File: src/rtl/sirv_queue_arb2.sv
// sirv_queue_arb2: two-requester arbiter in front of an 8x8 byte queue.
// Ports: clock/reset, req0/req1 valid/bits/last/ready, queue enq
//   valid/bits/ready, queue count, watermark cfg, grant and txwm flag.
module sirv_queue_arb2 #(
    parameter int unsigned MAX_BURST = 8,
    parameter int unsigned BCNT_W    = 4
) (
    input  logic       clock,
    input  logic       reset,
    input  logic       io_req0_valid,
    input  logic [7:0] io_req0_bits,
    input  logic       io_req0_last,
    output logic       io_req0_ready,
    input  logic       io_req1_valid,
    input  logic [7:0] io_req1_bits,
    input  logic       io_req1_last,
    output logic       io_req1_ready,
    output logic       io_q_enq_valid,
    output logic [7:0] io_q_enq_bits,
    input  logic       io_q_enq_ready,
    input  logic [3:0] io_q_count,
    input  logic [3:0] io_cfg_txwm,
    output logic [1:0] io_grant,
    output logic       io_txwm_ip
);

    typedef enum logic [1:0] {
        IDLE  = 2'd0,
        LOCK0 = 2'd1,
        LOCK1 = 2'd2
    } state_e;

    localparam logic [BCNT_W:0] MaxB = (BCNT_W + 1)'(MAX_BURST);

    state_e            state_q;
    logic [1:0]        grant_q;
    logic [BCNT_W-1:0] cnt_q;
    logic              last_gnt_q;
    logic              txwm_q;

    logic              own0;
    logic              own1;
    logic              sel_last;
    logic              beat;
    logic [BCNT_W:0]   cnt_inc;
    logic              burst_hit;
    logic              rel;
    logic              cnt_sat;

    // Outputs are forced quiet while reset is high, even though the
    // state register only clears on the next edge.
    assign own0 = (state_q == LOCK0) && !reset;
    assign own1 = (state_q == LOCK1) && !reset;

    assign io_q_enq_valid = own0 ? io_req0_valid :
                            own1 ? io_req1_valid : 1'b0;
    assign io_q_enq_bits  = own0 ? io_req0_bits :
                            own1 ? io_req1_bits : 8'h00;
    assign io_req0_ready  = own0 & io_q_enq_ready;
    assign io_req1_ready  = own1 & io_q_enq_ready;
    assign sel_last       = own0 ? io_req0_last :
                            own1 ? io_req1_last : 1'b0;

    assign beat      = io_q_enq_valid & io_q_enq_ready;
    assign cnt_inc   = {1'b0, cnt_q} + {{BCNT_W{1'b0}}, 1'b1};
    assign burst_hit = (MAX_BURST != 0) && (cnt_inc == MaxB);
    assign rel       = beat & (sel_last | burst_hit);
    // Only reachable with MAX_BURST == 0; otherwise release comes first.
    assign cnt_sat   = &cnt_q;

    assign io_grant   = grant_q;
    assign io_txwm_ip = txwm_q;

    always_ff @(posedge clock) begin
        if (reset) begin
            state_q    <= IDLE;
            grant_q    <= 2'b00;
            cnt_q      <= '0;
            last_gnt_q <= 1'b1;
            txwm_q     <= 1'b0;
        end else begin
            txwm_q <= (io_q_count < io_cfg_txwm);
            unique case (state_q)
                IDLE: begin
                    // On a tie the requester not served last wins.
                    if (io_req0_valid && (!io_req1_valid || last_gnt_q)) begin
                        state_q <= LOCK0;
                        grant_q <= 2'b01;
                    end else if (io_req1_valid) begin
                        state_q <= LOCK1;
                        grant_q <= 2'b10;
                    end
                end
                LOCK0, LOCK1: begin
                    if (rel) begin
                        state_q    <= IDLE;
                        grant_q    <= 2'b00;
                        cnt_q      <= '0;
                        last_gnt_q <= (state_q == LOCK1);
                    end else if (beat && !cnt_sat) begin
                        cnt_q <= cnt_inc[BCNT_W-1:0];
                    end
                end
                default: begin
                    state_q <= IDLE;
                    grant_q <= 2'b00;
                    cnt_q   <= '0;
                end
            endcase
        end
    end

endmodule

File: config.mk
export PLATFORM = sky130hd
export DESIGN_NAME = sirv_queue_arb2
export DESIGN_NICKNAME = d
export VERILOG_FILES = /design/src/rtl/sirv_queue_arb2.sv
export SDC_FILE = /design/constraint.sdc
export NUM_CORES = 1
export LEC_CHECK = 0
export ABC_AREA = 1
export CORE_UTILIZATION = 30
export DETAILED_ROUTE_END_ITERATION = 8
export GPL_TIMING_DRIVEN = 0
export PLACE_DENSITY = 0.77
export SLEW_MARGIN = 15
export SYNTH_ARGS = -nofsm -noshare
export SYNTH_HDL_FRONTEND = slang
export SYNTH_SLANG_ARGS = --single-unit
File: constraint.sdc
create_clock -name clock -period 4.2 [get_ports clock]
set_input_delay 0.63 -clock clock [delete_from_list [all_inputs] [get_ports clock]]
set_output_delay 0.63 -clock clock [all_outputs]
set_load 0.01 [all_outputs]
# Word-level counts from Yosys, hierarchy flattened
# Cells that the tools add are included.
dict set report word_totals {
  reg_bits 8
  inputBits 31
  out_inout_bits 14
  wordCells 45
}
dict set report classes {
  n_addsub 1
  n_lt_le_gt_ge 1
  n_eq_ne 6
  mux 13
  bitwise_logic 6
  n_reduce_logical 14
}
# op count
set ops {}
lappend ops {{8-bit two-way mux} 2}
lappend ops {{4-bit two-way mux} 2}
lappend ops {{4-bit case mux with 2 select lines} 1}
lappend ops {{2-bit two-way mux} 3}
lappend ops {{3-bit != test, second input constant} 2}
lappend ops {{2-bit AND reduction} 3}
lappend ops {{4-bit by 1-bit adder with 5-bit output, second input constant} 1}
lappend ops {{5-bit by 4-bit == test with 1-bit output, second input constant} 1}
lappend ops {{1-bit bitwise AND} 4}
lappend ops {{1-bit logical AND} 4}
lappend ops {{4-bit less-than comparator} 1}
lappend ops {{1-bit two-way mux} 4}
lappend ops {{2-bit case mux with 2 select lines} 1}
lappend ops {{4-bit AND reduction} 1}
lappend ops {{1-bit zero test} 3}
lappend ops {{2-bit by 1-bit == test with 1-bit output, second input constant} 1}
lappend ops {{2-bit == test, second input constant} 1}
lappend ops {{2-bit zero test} 1}
lappend ops {{2-bit != test, second input constant} 1}
lappend ops {{2-bit OR reduction} 1}
lappend ops {{1-bit logical OR} 1}
lappend ops {{1-bit inverter} 1}
lappend ops {{1-bit OR} 1}

# Depth between registers and ports, before layout
# Gate-level depths: netlist of the first run.
dict set report logic_depth {
  word_depth 9
  ltp_mapped 12
  depth_no_buf 12
}

# Worst setup path before layout of the first run
# No wires, ideal clock.
dict set report synth_timing {
  path_type {input to output}
  start {in reset}
  end {out io_q_enq_valid}
  arrival_time_ps 1119
  required_ps 3570
  slack_ps 2451
  cell_stages 4
  n_path_buf 1
  path_cell_list {buf_6 nor2_8 nand2_4 nand2_1}
}
dict set report synth_via {
  elab_chain_len 4
  elab_cells_between_ends 5
  classes_between {2 x mux; 3 x reduce/logical}
}
# item line_no
set synth_rtl {}
lappend synth_rtl {{start: declaration} 9} ;# input logic reset,
lappend synth_rtl {{1-bit zero test *} {52, 53}}
lappend synth_rtl {{1-bit logical AND} 53} ;# assign own1 = (state_q == LOCK1) && !reset;
lappend synth_rtl {{1-bit two-way mux} 56} ;# own1 ? io_req1_valid : 1'b0;
lappend synth_rtl {{1-bit two-way mux *} 55} ;# assign io_q_enq_valid = own0 ? io_req0_valid :
lappend synth_rtl {{end: declaration} 18} ;# output logic io_q_enq_valid,
# Every way passes the cells marked *; elsewhere a longest branch is shown, timed or not.

# Worst setup path in the final report of the first run
dict set report layout_timing {
  start {in io_req1_valid}
  end {out io_q_enq_valid}
}
dict set report layout_via {
  elab_chain_len 2
}
# item line_no
set layout_rtl {}
lappend layout_rtl {{start: declaration} 14} ;# input logic io_req1_valid,
lappend layout_rtl {{1-bit two-way mux} 56}
lappend layout_rtl {{1-bit two-way mux} 55}
# Every way passes these cells.

==> impl_metrics.env, run 1 <==
export IMPL_clockRootBuffer="clkbuf_4"
export IMPL_seqPwrFrac_pct=31.2
export IMPL_skew_ns=0.002270
export IMPL_arrival_ns=2.08
export IMPL_postSynthCellCount=124
export IMPL_path_class="input pin to primary output"
export IMPL_vdd_drop_max_v=0.0001276
export IMPL_wire_per_inst_um=10.88
export IMPL_dp_cells=197
export IMPL_finalNetCount=210
export IMPL_worst_r2r_cell_count=12
export IMPL_hold_depth=2
export IMPL_antenna_found_initial=0
export IMPL_clkLatencyLatePin_ns=0.25
export IMPL_synth_distinct_cells=22
export IMPL_setup_viol=0
export IMPL_worstPathRequired_ns=3.57
export IMPL_reg2reg_slack_ns=2.42
export IMPL_dpl_hpwl_um=1811
export IMPL_hp_start="last_gnt_q"
export IMPL_rsz0062_at_grt="no"
export IMPL_synth_top_area_cell="dfxtp_1"
export IMPL_ys_seq_area_share_pct=19.78
export IMPL_pin_count=45
export IMPL_ys_seq_elements=8
export IMPL_cts_tree="done"
export IMPL_cp_end_kind="primary output"
export IMPL_p_sw_share_pct=36.84
export IMPL_die_width_um=53.95
export IMPL_gr_total_overflow=0
export IMPL_grt_max_degree=11
export IMPL_grtUsageTotal_pct=17.25
export IMPL_synth_area_top_cells="dfxtp_1, nand2_1, ha_1"
export IMPL_finalCritPeriodShare_pct=64.41
export IMPL_cts_htree_levels=1
export IMPL_final_common_cell="clkdlybuf4s50_1"
export IMPL_dieArea_um2=2910
export IMPL_diodes=0
export IMPL_holdBufCountCts=0
export IMPL_layout_drive_gt1_share_pct=10.59
export IMPL_clock_power_share_pct=19.1
export IMPL_postSynthAreaPerCell_um2=6.528
export IMPL_clk_pin_slew_ns=0.05
export IMPL_die_height_um=53.95
export IMPL_syn_to_final_growth_pct=60.59
export IMPL_worstSetupStartpoint="io_req1_valid"
export IMPL_period_needed_ns=2.705
export IMPL_core_um2=2522
export IMPL_cts_resized=0
export IMPL_p_int_uw=193.9
export IMPL_power_density_nw_per_um2=236.2
export IMPL_detail_route_iter0_violations=13
export IMPL_final_cell_mix="clkdlybuf4s50_1, nand2_1, inv_1, nand3_1, nor2_1"
export IMPL_grt_pass1_wl_um=3581
export IMPL_stdcell_count=200
export IMPL_place_gp_congestion=0.7868
export IMPL_via_per_inst=4.760
export IMPL_status="completed"
export IMPL_p_sw_uw=113.1
export IMPL_synth_fp_nets=162
export IMPL_num_rows=18
export IMPL_relSlewSlack_pct=77.01
export IMPL_min_to="last_gnt_q"
export IMPL_yosys_warnings=0
export IMPL_slew_violations=0
export IMPL_vias=952
export IMPL_ctsLongestPathBuffers=2
export IMPL_cts_sinks=8
export IMPL_hold_class="flip-flop to flip-flop"
export IMPL_cp_start_kind="input pin"
export IMPL_crit_fanout=3
export IMPL_leakagePower_uw=0.0006310
export IMPL_hold_viol=0
export IMPL_cap_viol_max_count=0
export IMPL_io_buffers=43
export IMPL_cts_setup_buffers=0
export IMPL_reg2reg_to="cnt_q[3]"
export IMPL_synth_top_cell_area_share_pct=19.78
export IMPL_fin_tns_setup_ns=0
export IMPL_firstDrtPassIters=4
export IMPL_worst_pin_slew_ns=0.3412
export IMPL_combPwrFrac_pct=49.7
export IMPL_drt_wl_total_um=2175
export IMPL_antenna_left=0
export IMPL_start_util_pct=32.09
export IMPL_cts_made_buffers=3
export IMPL_grt_pass1_vias=884
export IMPL_r2r_start="io_grant[1]"
export IMPL_syn_area_um2=809.5
export IMPL_drc=0
export IMPL_fmax_mhz=369.7
==> Yosys cell counts (all sizes together) <==
| master | n |
|---|---|
| a21boi | 1 |
| a21oi | 7 |
| buf | 1 |
| dfxtp | 8 |
| ha | 7 |
| inv | 19 |
| nand2 | 38 |
| nand3 | 20 |
| nand4 | 1 |
| nor2 | 16 |
| nor3 | 2 |
| o211ai | 1 |
| o21ai | 2 |
| xor2 | 1 |
==> power by group through the flow <==
| stage | logic [uW] | clock network [uW] | registers [uW] |
|---|---|---|---|
| floorplan | 88.9 | 0 | 96.7 |
| global placement | 149 | 0 | 96.7 |
| detailed placement | 152 | 0 | 97.0 |
| CTS | 154 | 61.1 | 95.5 |
| global route | 171 | 65.2 | 97.0 |
| finish | 153 | 58.7 | 95.7 |
==> layer usage <==
metal | vias to the layer above | global-route usage [%] | share of wire [%]
li1 | 495 | - | -
met4 | 0 | 7.456 | 2.0
met3 | 6 | 4.802 | 6.5
met2 | 35 | 33.74 | 53
met1 | 416 | 16.33 | 39
met5 | - | 0 | 0
==> logic make-up (layout without fill, tap and decap cells) <==
| group | count (synthesis) | after routing | share of synthesized area [%] |
|---|---|---|---|
| compound gates | 11 | 11 | 8.810 |
| fa+ha+maj | 7 | 7 | 10.82 |
| xor+xnor | 1 | 1 | 1.082 |
| simple gates | 77 | 77 | 49.31 |
| flops | 8 | 8 | 19.78 |
| buf+inv | 20 | 66 | 10.20 |
==> worst max-delay path, stage by stage <==
cell and delay (ns):
clkdlybuf4s50_1 0.48, inv_1 0.07, nor2_1 0.17, nand2_4 0.08
nand2_1 0.10, clkdlybuf4s50_1 0.55
==> stage by stage <==
step	utilization (%)	setup WS (ns)	area, um^2	hold slack [ns]	power, uW
global route	51.54	1.417	1300	0.5048	333.7
detailed placement	50.64	1.482	1277	0.4695	249.5
global placement	50.64	1.489	1277	0.4577	245.3
finish	51.54	1.495	1300	0.4822	307.0
floorplan	-	2.451	809.5	0.4434	185.6
CTS	51.54	1.482	1300	0.4848	310.1
==> state kept, by name (all words and copies together), names as in the netlist <==
register	flops
cnt_q	4
io_grant	2
io_txwm_ip	1
last_gnt_q	1
==> worst max-delay path by stage <==
stage / end / slack (ns)
final: io_q_enq_valid / 1.49
after global routing: io_q_enq_valid / 1.42
after CTS: io_q_enq_valid / 1.48
after detailed placement: io_q_enq_valid / 1.48
after global placement: io_q_enq_valid / 1.49
after floorplan: io_q_enq_valid / 2.45
==> final cells by class <==
type                       count  area [um^2]
tap                           30        37.54
timing repair buffer          43        430.4
inverter                      19        71.32
multi-input combinational     96        566.8
clock buffer                   3        22.52
buffer                         1        11.26
sequential                     8        160.2
fill                         257         1222
Note: power is estimated with default switching activity, not from simulation.
==> run 2, diff against run 1 <==
--- a/config.mk
+++ b/config.mk
@@ -9,7 +9,7 @@
 export CORE_UTILIZATION = 30
 export DETAILED_ROUTE_END_ITERATION = 8
 export GPL_TIMING_DRIVEN = 0
-export PLACE_DENSITY = 0.77
+export PLACE_DENSITY = 0.8
 export SLEW_MARGIN = 15
 export SYNTH_ARGS = -nofsm -noshare
 export SYNTH_HDL_FRONTEND = slang
==> constraint.sdc (replaced) <==
create_clock -name clock -period 2.25 [get_ports clock]
set_input_delay 0.3375 -clock clock [delete_from_list [all_inputs] [get_ports clock]]
set_output_delay 0.3375 -clock clock [all_outputs]
set_load 0.01 [all_outputs]
==> run 2 against run 1 <==
Clock power increased by 79%; sequential power increased by 87%; utilization is 2.2 points higher; design area is 4.2% higher; non-clock buffer count stayed put; combinational power rose by 95%; first-iteration DRC count is 31% lower; critical endpoint is now io_q_enq_bits[0]; largest power group unchanged; highest routed layer unchanged.
==> impl_metrics.env, run 2 (synthesis gave the netlist of run 1 again) <==
export IMPL_cts_tree="done"
export IMPL_pin_count=45
export IMPL_grt_max_degree=11
export IMPL_hold_viol=0
export IMPL_io_buffers=43
export IMPL_final_common_cell="clkdlybuf4s50_1"
export IMPL_clk_pin_slew_ns=0.05
export IMPL_final_cell_mix="clkdlybuf4s50_1, nand2_1, inv_1, nand3_1, nor2_1"
export IMPL_grtUsageTotal_pct=16.15
export IMPL_diodes=0
export IMPL_cp_end_kind="primary output"
export IMPL_drc=0
export IMPL_p_total_uw=581.7
export IMPL_cts_sinks=8
export IMPL_die_height_um=53.95
export IMPL_dieArea_um2=2910
export IMPL_layout_drive_gt1_share_pct=12.21
export IMPL_leakagePower_uw=0.0007586
export IMPL_detail_route_iter0_violations=9
export IMPL_fin_tns_setup_ns=0
export IMPL_cts_setup_buffers=0
export IMPL_finalNetCount=212
export IMPL_clkLatencyLatePin_ns=0.24
export IMPL_place_gp_congestion=0.7667
export IMPL_hold_class="input pin to flip-flop"
export IMPL_skew_ns=0.001637
export IMPL_syn_to_final_growth_pct=67.39
export IMPL_core_um2=2522
export IMPL_finalWorstSetupSlack_ns=0.1079
export IMPL_status="completed"
export IMPL_power_density_nw_per_um2=429.3
export IMPL_path_class="flip-flop to primary output"
export IMPL_setup_viol=0
export IMPL_post_place_ws_ns=0.09801
export IMPL_via_per_inst=4.718
export IMPL_drt_wl_total_um=2251
export IMPL_slew_violations=0
export IMPL_worst_pin_slew_ns=0.3103
export IMPL_grt_use_met2_pct=32.51
export IMPL_globalRouteMet3Util_pct=1.695
export IMPL_wire_per_inst_um=11.14
export IMPL_relSlewSlack_pct=79.09
export IMPL_cp_start_kind="flip-flop"
export IMPL_period_needed_ns=2.142
export IMPL_cts_htree_levels=1
export IMPL_cts_made_buffers=3
export IMPL_antenna_left=0
export IMPL_start_util_pct=32.09
export IMPL_top_usage_layer="met2"
export IMPL_regMostFlops="cnt_q"
export IMPL_vdd_drop_max_v=0.0003147
export IMPL_grt_pass1_wl_um=3519
export IMPL_grt_pass1_vias=929
export IMPL_cap_viol_max_count=0
export IMPL_gr_total_overflow=0
export IMPL_arrival_ns=1.80
export IMPL_die_width_um=53.95
export IMPL_ctsLongestPathBuffers=2
export IMPL_worstPathRequired_ns=1.91
export IMPL_num_rows=18
export IMPL_clockRootBuffer="clkbuf_4"
export IMPL_crit_fanout=5
export IMPL_holdBufCountCts=0
export IMPL_finalCritPeriodShare_pct=95.21
export IMPL_fmax_mhz=466.8
export IMPL_antenna_found_initial=0
export IMPL_dpl_hpwl_um=1745
export IMPL_grt_util_met1_pct=16.19
export IMPL_firstDrtPassIters=4
export IMPL_vias=953
export IMPL_largest_reg_flops=4
[run 2: cell count changes in the layout (fill, tap and decap cells not counted)]
cell,delta
ha_1,-1
dlymetal6s2s_1,+7
ha_4,+1
inv_4,+1
clkdlybuf4s50_1,-7
nor2_4,+2
inv_2,-1
[run 2: path summary, 6_finish.rpt]
kind	depth (start not counted)	slack, ns	to	startpoint
min	2	0.38	cnt_q[3]	reset
max	7	0.11	io_q_enq_bits[0]	io_grant[0]
min reg2reg	2	0.49	last_gnt_q	last_gnt_q
max reg2reg	12	0.54	cnt_q[1]	io_grant[0]
[run 2: area by class of cell]
| type | count | area [um^2] |
|---|---|---|
| Fill cell | 247 | 1167 |
| Multi-Input combinational cell | 98 | 601.8 |
| Timing Repair Buffer | 43 | 447.9 |
| Sequential cell | 8 | 160.2 |
| Inverter | 19 | 73.82 |
| Tap cell | 30 | 37.54 |
| Clock buffer | 3 | 22.52 |
| Buffer | 1 | 11.26 |
[run 2: where the power goes]
group / leakage, uW / internal, uW / switching (uW)
Sequential: 0.0000657 / 161 / 18.0
Combinational: 0.000679 / 145 / 153
Clock: 0.0000138 / 60.7 / 43.8
[run 2: stage by stage]
stage                     hold slack, ns  std cells  util (%)  cell area [um^2]
after floorplan                   0.4434        124         -             809.5
after global placement            0.4610        197     50.64              1277
after detailed placement          0.4736        197     50.64              1277
after CTS                         0.3444        200     51.64              1303
after global routing              0.3922        202     53.72              1355
final                             0.3810        202     53.72              1355
[run 2: worst max-delay path, cell delays in order (launching register included)]
cell             delay, ns
dfxtp_1               0.35
inv_1                 0.10
ha_1                  0.16
inv_2                 0.09
nor2_4                0.18
nand3_1               0.09
nand2_1               0.06
clkdlybuf4s50_1       0.53
[run 2: what timing repair did]
| item | 4_1_cts | 5_1_grt |
|---|---|---|
| gates cloned | 0 | 2 |
| pin swaps | 0 | 2 |
| setup endpoints to repair | 8 | 9 |
| gates resized for setup | 1 | 10 |
[run 2: layer usage]
layer | wire (um) | up-vias | share of wire [%]
li1 | - | 495 | -
met1 | 934 | 430 | 41
met2 | 1165 | 26 | 52
met3 | 140 | 2 | 6.2
met4 | 10 | 0 | 0.44
met5 | 0 | - | 0
==> run 3, diff against run 2 <==
==> constraint.sdc (replaced) <==
create_clock -name clock -period 1.9 [get_ports clock]
set_input_delay 0.285 -clock clock [delete_from_list [all_inputs] [get_ports clock]]
set_output_delay 0.285 -clock clock [all_outputs]
set_load 0.01 [all_outputs]
==> run 3 against run 2 <==
Combinational power rose by 18%; wire length about the same; non-clock buffer count rose by 3; design area barely moved; sequential share of layout area rose by 0.27 points; critical path type unchanged; critical path depth up 1; die area stayed put; via count rose by 1.6%.
==> impl_metrics.env, run 3 (synthesis gave the netlist of run 1 again) <==
export IMPL_core_um2=2522
export IMPL_n_fill_cell=245
export IMPL_firstDrtPassIters=2
export IMPL_relSlewSlack_pct=79.12
export IMPL_worstPathRequired_ns=1.62
export IMPL_cp_end_kind="primary output"
export IMPL_status="completed"
export IMPL_cts_tree="done"
export IMPL_critPathTopFamily="buffers and inverters"
export IMPL_crit_chain="inv_1 -> ha_2 -> inv_4 -> nor2_4 -> buf_4 -> nand3_1 -> nand2_1 -> clkdlybuf4s15_1"
export IMPL_path_buf_inv=4
export IMPL_register_area_um2=163.9
export IMPL_reg2reg_slack_ns=0.13
export IMPL_grt_pass1_vias=970
export IMPL_drc=0
export IMPL_leakagePower_uw=0.0006913
export IMPL_critPathMaxStageDelay_ns=0.36
export IMPL_worst_pin_slew_ns=0.3100
export IMPL_pin_count=45
export IMPL_vdd_drop_max_v=0.0003773
export IMPL_grt_pass1_wl_um=3732
export IMPL_finalWorstSetupSlack_ns=0.08109
export IMPL_cts_made_buffers=3
export IMPL_largest_reg_flops=4
export IMPL_cts_htree_levels=1
export IMPL_reg2reg_to="cnt_q[1]"
export IMPL_finalCritPeriodShare_pct=95.73
export IMPL_regMostFlops="cnt_q"
export IMPL_fin_util_pct=53.77
export IMPL_dieArea_um2=2910
export IMPL_hold_class="input pin to flip-flop"
export IMPL_crit_fanout=4
export IMPL_skew_ns=0.001261
export IMPL_gr_total_overflow=0
export IMPL_cts_sinks=8
export IMPL_multi_input_area_um2=606.8
export IMPL_rsz0062_at_grt="yes"
export IMPL_setup_viol=0
export IMPL_clkLatencyLatePin_ns=0.24
export IMPL_cpMaxStageDelayCell="dfxtp_4"
export IMPL_final_common_cell="nand2_1"
export IMPL_cp_start_kind="flip-flop"
export IMPL_path_class="flip-flop to primary output"
export IMPL_worst_r2r_cell_count=14
export IMPL_antenna_found_initial=0
export IMPL_hp_start="reset"
export IMPL_syn_to_final_growth_pct=67.54
export IMPL_finalNetCount=215
export IMPL_ctsLongestPathBuffers=2
export IMPL_place_gp_congestion=0.7667
export IMPL_drt_wl_total_um=2252
export IMPL_layout_drive_gt1_share_pct=16.57
export IMPL_detail_route_iter0_violations=7
export IMPL_num_rows=18
export IMPL_slew_violations=0
export IMPL_post_place_ws_ns=-0.1470
export IMPL_die_height_um=53.95
export IMPL_diodes=0
export IMPL_power_density_nw_per_um2=507.6
export IMPL_hold_depth=2
export IMPL_arrival_ns=1.53
export IMPL_die_width_um=53.95
export IMPL_fin_tns_setup_ns=0
export IMPL_io_buffers=43
export IMPL_min_to="cnt_q[3]"
export IMPL_dpl_hpwl_um=1745
export IMPL_grtUsageTotal_pct=17.32
export IMPL_grt_max_degree=13
export IMPL_final_cell_mix="nand2_1, clkdlybuf4s50_1, nand3_1"
export IMPL_clockRootBuffer="clkbuf_4"
export IMPL_r2r_start="io_grant[0]"
export IMPL_via_per_inst=4.722
export IMPL_clk_pin_slew_ns=0.05
export IMPL_start_util_pct=32.09
export IMPL_stdcell_count=205
export IMPL_vias=968
export IMPL_antenna_left=0
export IMPL_wire_per_inst_um=10.99
export IMPL_cap_viol_max_count=0
export IMPL_period_needed_ns=1.819
export IMPL_fmax_mhz=549.8
export IMPL_dp_cells=197
export IMPL_hold_viol=0
-- run 3: worst max path at each step --
stage	depth (start not counted)	from	slack, ns	end
finish	8	io_grant[0]	0.08	io_q_enq_bits[0]
global route	14	io_grant[0]	-0.03	cnt_q[1]
CTS	8	io_grant[0]	0.001	io_q_enq_bits[0]
detailed placement	6	io_req1_valid	-0.15	io_q_enq_valid
global placement	6	io_req1_valid	-0.12	io_q_enq_valid
floorplan	12	io_grant[1]	0.30	cnt_q[3]
-- run 3: report_power, final --
part	leakage, uW	internal [uW]	total (uW)	switching [uW]
clock network	0.0000138	71.9	123	51.5
registers	0.0000664	192	214	21.7
logic	0.000611	170	351	182
total	0.000691	434	688	255
-- run 3: routing by layer --
layer	track usage (%)	share of wire, %	up-vias
met5	0	0	-
met4	8.333	0.49	0
met3	1.977	7.0	2
met2	34.57	52	28
met1	17.20	40	433
li1	-	-	505
-- run 3: area by class of cell --
type,instances,share of cell area [%]
Timing Repair Buffer,46,32.29
Clock buffer,3,1.661
Inverter,19,5.627
Buffer,1,0.8303
Sequential cell,8,12.08
Multi-Input combinational cell,98,44.74
Tap cell,30,2.768
-- run 3: per-stage QoR --
stage | hold WS, ns | power (uW) | instance area (um^2)
3_5_place_dp | 0.4736 | 552.8 | 1277
5_1_grt | 0.3328 | 750.1 | 1356
6_report | 0.3274 | 688.5 | 1356
4_1_cts | 0.3189 | 698.6 | 1353
3_3_place_gp | 0.4610 | 541.5 | 1277
2_1_floorplan | 0.4434 | 410.3 | 809.5
-- run 3: what timing repair did --
| item | CTS | global route |
|---|---|---|
| pin swaps | 3 | 1 |
| cloned | 2 | 0 |
| hold buffers | 0 | 0 |
| gates resized for setup | 18 | 6 |
| setup buffers | 3 | 0 |
| endpoints found under the setup margin | 11 | 12 |
